$ cat src/rtl/display_scan_controller_pkg.sv
// Shared types and helpers for the multiplexed seven-segment scan controller.
package display_pkg;

   localparam logic [3:0] DIGIT_BLANK = 4'hF;
   localparam int         MAX_DIGITS  = 8;

   typedef enum logic [1:0] {
      IDLE  = 2'd0,
      BLANK = 2'd1,
      SHOW  = 2'd2
   } scan_state_t;

   // Maps a logical one-hot enable onto the physical anode polarity.
   function automatic logic [MAX_DIGITS-1:0] anode_drive(input logic [MAX_DIGITS-1:0] en,
                                                         input logic                  active_low);
      return active_low ? ~en : en;
   endfunction

endpackage

$ cat src/rtl/display_scan_controller_lz_blank_mask.sv
// Leading-zero mask: bit i is set when nibbles NUM_DIGITS-1..i are all zero (i > 0).
module lz_blank_mask #(
   parameter int NUM_DIGITS = 8
) (
   input  logic [4*NUM_DIGITS-1:0] value,
   output logic [NUM_DIGITS-1:0]   mask
);

   logic zero_run;

   always_comb begin
      mask     = '0;
      zero_run = 1'b1;
      for (int i = NUM_DIGITS - 1; i > 0; i--) begin
         zero_run = zero_run & (value[4*i +: 4] == 4'd0);
         mask[i]  = zero_run;
      end
   end

endmodule

$ cat src/rtl/display_scan_controller.sv
// Scans NUM_DIGITS digits through one shared decoder with a blanking gap per slot
// and a shadow/active value buffer that only swaps on frame boundaries.
module display_scan_controller
   import display_pkg::*;
#(
   parameter int NUM_DIGITS       = 8,
   parameter int SCAN_DIV         = 100000,
   parameter int BLANK_CYCLES     = 1000,
   parameter bit ANODE_ACTIVE_LOW = 1'b1
) (
   input  logic                    clk,
   input  logic                    reset_n,
   input  logic                    enable,
   input  logic                    load,
   input  logic [4*NUM_DIGITS-1:0] value,
   input  logic [NUM_DIGITS-1:0]   dp_mask,
   input  logic                    lz_blank,
   output logic [3:0]              digit,
   output logic                    dp,
   output logic [NUM_DIGITS-1:0]   anode,
   output logic                    frame_done,
   output scan_state_t             dbg_state,
   output logic                    dbg_pending
);

   localparam int CW = $clog2(SCAN_DIV);
   localparam int IW = (NUM_DIGITS > 1) ? $clog2(NUM_DIGITS) : 1;
   localparam int VW = 4 * NUM_DIGITS;

   localparam logic [CW-1:0]         BLANK_LAST = CW'(BLANK_CYCLES - 1);
   localparam logic [CW-1:0]         SLOT_LAST  = CW'(SCAN_DIV - 1);
   localparam logic [IW-1:0]         IDX_LAST   = IW'(NUM_DIGITS - 1);
   localparam logic [NUM_DIGITS-1:0] ANODE_OFF  = ANODE_ACTIVE_LOW ? '1 : '0;

   scan_state_t state, state_n;
   logic [CW-1:0] cnt, cnt_n;
   logic [IW-1:0] idx, idx_n;

   logic [VW-1:0]         active_val, active_val_n, shadow_val, shadow_val_n;
   logic [NUM_DIGITS-1:0] active_dp, active_dp_n, shadow_dp, shadow_dp_n;
   logic                  pending, pending_n;
   logic                  frame_end;
   logic [NUM_DIGITS-1:0] blank_mask;

   logic [3:0]            digit_n;
   logic                  dp_n;
   logic                  frame_done_n;
   logic [NUM_DIGITS-1:0] onehot;
   logic [MAX_DIGITS-1:0] onehot_full;
   logic [MAX_DIGITS-1:0] anode_full;
   logic [NUM_DIGITS-1:0] anode_n;

   assign frame_end   = enable && (state == SHOW) && (cnt == SLOT_LAST) && (idx == IDX_LAST);
   assign dbg_state   = state;
   assign dbg_pending = pending;

   // State register; outputs are registered from the next-state view so they line up with it.
   always_ff @(posedge clk or negedge reset_n) begin
      if (!reset_n) begin
         state      <= IDLE;
         cnt        <= '0;
         idx        <= '0;
         digit      <= DIGIT_BLANK;
         dp         <= 1'b0;
         anode      <= ANODE_OFF;
         frame_done <= 1'b0;
      end else begin
         state      <= state_n;
         cnt        <= cnt_n;
         idx        <= idx_n;
         digit      <= digit_n;
         dp         <= dp_n;
         anode      <= anode_n;
         frame_done <= frame_done_n;
      end
   end

   always_comb begin
      state_n = state;
      cnt_n   = cnt;
      idx_n   = idx;
      if (!enable) begin
         state_n = IDLE;
         cnt_n   = '0;
         idx_n   = '0;
      end else begin
         case (state)
            IDLE: begin
               state_n = BLANK;
               cnt_n   = '0;
               idx_n   = '0;
            end
            BLANK: begin
               cnt_n = cnt + CW'(1);
               if (cnt == BLANK_LAST) state_n = SHOW;
            end
            SHOW: begin
               if (cnt == SLOT_LAST) begin
                  state_n = BLANK;
                  cnt_n   = '0;
                  idx_n   = (idx == IDX_LAST) ? '0 : idx + IW'(1);
               end else begin
                  cnt_n = cnt + CW'(1);
               end
            end
            default: begin
               state_n = IDLE;
               cnt_n   = '0;
               idx_n   = '0;
            end
         endcase
      end
   end

   // A strobe at a swap point bypasses the shadow; otherwise it waits for the frame boundary.
   always_comb begin
      active_val_n = active_val;
      active_dp_n  = active_dp;
      shadow_val_n = shadow_val;
      shadow_dp_n  = shadow_dp;
      pending_n    = pending;
      if ((state == IDLE) || frame_end) begin
         if (load) begin
            active_val_n = value;
            active_dp_n  = dp_mask;
            pending_n    = 1'b0;
         end else if (pending) begin
            active_val_n = shadow_val;
            active_dp_n  = shadow_dp;
            pending_n    = 1'b0;
         end
      end else if (load) begin
         shadow_val_n = value;
         shadow_dp_n  = dp_mask;
         pending_n    = 1'b1;
      end
   end

   always_ff @(posedge clk or negedge reset_n) begin
      if (!reset_n) begin
         active_val <= '0;
         active_dp  <= '0;
         shadow_val <= '0;
         shadow_dp  <= '0;
         pending    <= 1'b0;
      end else begin
         active_val <= active_val_n;
         active_dp  <= active_dp_n;
         shadow_val <= shadow_val_n;
         shadow_dp  <= shadow_dp_n;
         pending    <= pending_n;
      end
   end

   // Mask follows the value the active register will hold, matching the registered digit.
   lz_blank_mask #(
      .NUM_DIGITS(NUM_DIGITS)
   ) u_lz_blank_mask (
      .value(active_val_n),
      .mask (blank_mask)
   );

   always_comb begin
      digit_n      = DIGIT_BLANK;
      dp_n         = 1'b0;
      onehot       = '0;
      onehot_full  = '0;
      frame_done_n = (state_n == SHOW) && (cnt_n == SLOT_LAST) && (idx_n == IDX_LAST);
      if (state_n != IDLE) begin
         digit_n = (lz_blank && blank_mask[idx_n]) ? DIGIT_BLANK : active_val_n[4*idx_n +: 4];
         dp_n    = active_dp_n[idx_n];
         if (state_n == SHOW) onehot[idx_n] = 1'b1;
      end
      onehot_full[NUM_DIGITS-1:0] = onehot;
      anode_full = anode_drive(onehot_full, ANODE_ACTIVE_LOW);
      anode_n    = anode_full[NUM_DIGITS-1:0];
   end

endmodule

$ cat config.mk
export PLATFORM = sky130hd
export DESIGN_NAME = display_scan_controller
export DESIGN_NICKNAME = d
export VERILOG_FILES = /design/src/rtl/display_scan_controller_pkg.sv /design/src/rtl/display_scan_controller_lz_blank_mask.sv /design/src/rtl/display_scan_controller.sv
export SDC_FILE = /design/constraint.sdc
export NUM_CORES = 1
export LEC_CHECK = 0
export ABC_AREA = 1
export ABC_CLOCK_PERIOD_IN_PS = 3000
export CAP_MARGIN = 0
export CORE_MARGIN = 1
export CORE_UTILIZATION = 58
export CTS_BUF_LIST = sky130_fd_sc_hd__clkbuf_16
export CTS_CLUSTER_DIAMETER = 200
export DETAILED_ROUTE_END_ITERATION = 6
export GPL_TIMING_DRIVEN = 0
export PLACE_DENSITY = 0.88
export SYNTH_ARGS = -nofsm -noshare
export SYNTH_HDL_FRONTEND = slang
export SYNTH_SLANG_ARGS = --single-unit
$ cat constraint.sdc
create_clock -name clk -period 3 [get_ports clk]
set_clock_uncertainty 0.1 [all_clocks]
set_input_delay 0.45 -clock clk [delete_from_list [all_inputs] [get_ports clk]]
set_output_delay 0.45 -clock clk [all_outputs]
set_load 0.02 [all_outputs]
==> results of run 1 <==
==> layer usage <==
| metal | vias to the layer above | global-route usage, % |
|---|---|---|
| li1 | 2707 | - |
| met1 | 2675 | 38.5 |
| met2 | 217 | 49.3 |
| met3 | 42 | 6.07 |
| met4 | 0 | 15.7 |
| met5 | - | 0 |
==> worst max path at each step <==
stage	slack, ps	endpoint
floorplan	650	frame_done
global placement	-3070	shadow_dp[3]
detailed placement	30	digit[2]
CTS	30	frame_done
global route	3	digit[0]
finish	230	digit[0]
==> cells in the final DEF, fill, tap and decap left out, types with 17 or more instances in the layout <==
cell / synthesis / final
a21oi_1: 31 / 31
clkbuf_16: 0 / 17
clkdlybuf4s50_1: 0 / 60
dfrtp_1: 105 / 105
inv_1: 87 / 88
nand2_1: 207 / 207
nand3_1: 41 / 41
nor2_1: 59 / 56
o21ai_0: 66 / 66
==> what timing repair did <==
| action | CTS | global route |
|---|---|---|
| resized for setup | 0 | 5 |
| hold buffers | 1 | 0 |
| hold endpoints to repair | 35 | 0 |
| endpoints found under the setup margin | 0 | 5 |
==> flip-flops by register name (all words and copies together), names as in the netlist, 3 cells and up <==
signal	count
shadow_val	32
idx	3
active_dp	8
active_val	32
digit	4
cnt	17
anode	8
shadow_dp	8
==> power by group <==
part	switching, W	internal, W	total [W]
registers	0.0000882	0.00178	0.00187
clock network	0.000741	0.00121	0.00195
logic	0.000431	0.000289	0.000720
==> logic make-up (layout without fill, tap and decap cells) <==
logic type	after synthesis	in the layout	synth area share [%]
flip-flops	117	117	46.8
XOR/XNOR	7	7	0.976
AND/OR/NAND/NOR	359	359	25.5
buffers and inverters	130	225	9.22
AO/OA/AOI/OAI	151	151	13.7
adder cells (fa/ha/maj)	7	7	1.39
multiplexers	13	13	2.33
==> stage by stage <==
stage / worst slack (ps) / power (W) / instances / utilization, %
2_1_floorplan: 653 / 0.00234 / 784 / -
3_3_place_gp: -3070 / 0.00256 / 981 / 67.8
3_5_place_dp: 28.6 / 0.00259 / 982 / 68.1
4_1_cts: 26.8 / 0.00454 / 1015 / 73.6
5_1_grt: 3.31 / 0.00472 / 1015 / 73.7
6_report: 231 / 0.00454 / 1015 / 73.7
==> critical path, delay by kind of cell (launching register included) <==
kind / cells / cell delay (ps)
flops: 1 / 430
simple gates: 10 / 1420
buf+inv: 3 / 380
compound gates: 1 / 150
fa+ha+maj: 1 / 200
==> layout make-up <==
| class | count | area [um^2] |
|---|---|---|
| inverters | 96 | 360 |
| repair buffers | 63 | 649 |
| plain buffers | 34 | 220 |
| fillers | 766 | 2740 |
| multi-input cells | 537 | 2770 |
| clock inverters | 15 | 141 |
| well taps | 136 | 170 |
| clock buffers | 17 | 425 |
| flip-flops and latches | 117 | 2940 |
==> impl_results.md, run 1 <==
- CP max stage delay: ~430 ps
- CTS Sinks: between 100 and 150
- Die width: ~110 um
- Met3 WL post-DR: between 1000 and 1500 um
- PwrDens: 591 nW/um^2
- First-pass GRT wire length: roughly 26000 um
- WL met2: approximately 7500 um
- Clock tree buffer depth: 2
- Final setup violation count: 0
- IO Count: 62
- Hold path startpoint: shadow_val[28]
- RSZ-0062 raised after global routing: no
- Num CTS Buffers: 17
- Die H: 106 um
- Setup_tns: 0 ps
- CP Cell Sequence: inv_1, ha_1, inv_1, nor2_2, nand4_4, nand2_4, buf_6, o21ai_1, nor2_1, nand3_1, nor2_2, nand3_1, nand2_1, nand3_2, nand2_1
- Wire length per cell: 15.4 um
- Worst Path Max Fanout: 10
- Drt drc: 0
- DR vias: 5641
- CTS Root Cell: clkbuf_16
- Final Hold Fails: 0
- Synth Instances: between 700 and 800
- Startpoint types: register
- Final period util: between 90 and 100%
- Final WL: between 15000 and 20000 um
- Reg clk slew, reported paths: around 60 ps
- Post-DR vias/cell: 5.56
- Seq/Total Area, Yosys: 46.8%
- Antenna violations before repair: 0
- Vias in the first global route: roughly 5500
- Post-synth top area cell: dfrtp_1
- Number of max-cap violations: 0
- Worst min-delay path class: reg2reg
- Starting Density: around three fifths
- Top Metal Used: met4
- Worst r2r dst: digit[0]
- Worst reg2reg setup slack: around 230 ps
- Iter 0 DRT Violations: 508
- Placed cell area: around 7000 um^2
- Slew margin rel.: a little over half
- Worst-skew pair later-pin latency: between 400 and 500 ps
- Synth Area per Inst: around 8 um^2
- Pin count of the biggest net entering global routing: 77
- Max stage delay cell, worst path: dfrtp_1
- Fmax: 0.361 GHz
- Register-to-Register Path Depth: 15
- DIE AREA: around 11000 um^2
- Synth top area share: roughly two fifths
- Std cell rows: 37
- Slew Limit Fails: 0
- Post-DP HPWL: around 11000 um
- Leakage power: 3.55 nW
- Remaining global-route overflow: 0
- Worst VDD drop: between 0.4 and 0.5 mV
- Dominant cells by area after synthesis: dfrtp_1 42%, nand2_1 12%, o21ai_0 5.3%
- ANT nets after route: 0
- Hold depth: 2
- Hold endpoint: shadow_val[28]
- Status: complete, no violations
- WL met1: around 6700 um
- Postcts setup bufs: 0
- Worst Setup End Kind: register
- Count leader, synth: nand2_1
- Top_reg_cell synth: dfrtp_1
- Total track usage: between 30% and 40%
- # diodes: 0
- Cell Area, Synth: about 6300 um^2
- Yosys warnings: 0
- Final net count: slightly above 900
- Number of synthesized flops with an enable pin: 0
- Critical path data required time: 3250 ps
- Hold WS: about 390 ps
- Final RePlAce weighted congestion: roughly 0.94
- Reg-to-Reg Start: dbg_state[0]
- H-tree levels: 4
- Area Overhead vs Synth: 22.2%
- Crit path from: dbg_state[0]
- Final non-filler cell area: 7680 um^2
- Core ar.: about 10000 um^2
- Distinct cells, synth: between 40 and 50
- Share of layout cells above drive strength 1: about 16%
- Crit Path Class: reg2reg
- Arrival time at the worst endpoint: about 3000 ps
- Synth async-reset ratio: 100%
- Slew @ Worst Pin: approximately 700 ps
- Yosys reg bits: about 120
- Net count after synthesis: approximately 840
- DR pass1 iterations: 6
- Commonest cells post-synth: 207 x nand2_1, 105 x dfrtp_1, 87 x inv_1, 66 x o21ai_0, 59 x nor2_1
- Final min period: roughly 2800 ps
- CTS tree: done
- Port Buf Inserts: 61
Note: power is estimated with default switching activity, not from simulation.
==> inputs of run 2 (changes only) <==
--- a/config.mk
+++ b/config.mk
@@ -12,6 +12,7 @@
 export CORE_UTILIZATION = 58
 export CTS_BUF_LIST = sky130_fd_sc_hd__clkbuf_16
 export CTS_CLUSTER_DIAMETER = 200
+export CTS_CLUSTER_SIZE = 16
 export DETAILED_ROUTE_END_ITERATION = 6
 export GPL_TIMING_DRIVEN = 0
 export PLACE_DENSITY = 0.88
==> results of run 2 <==
The final DEF is identical to that of run 1; final timing and power are the same.
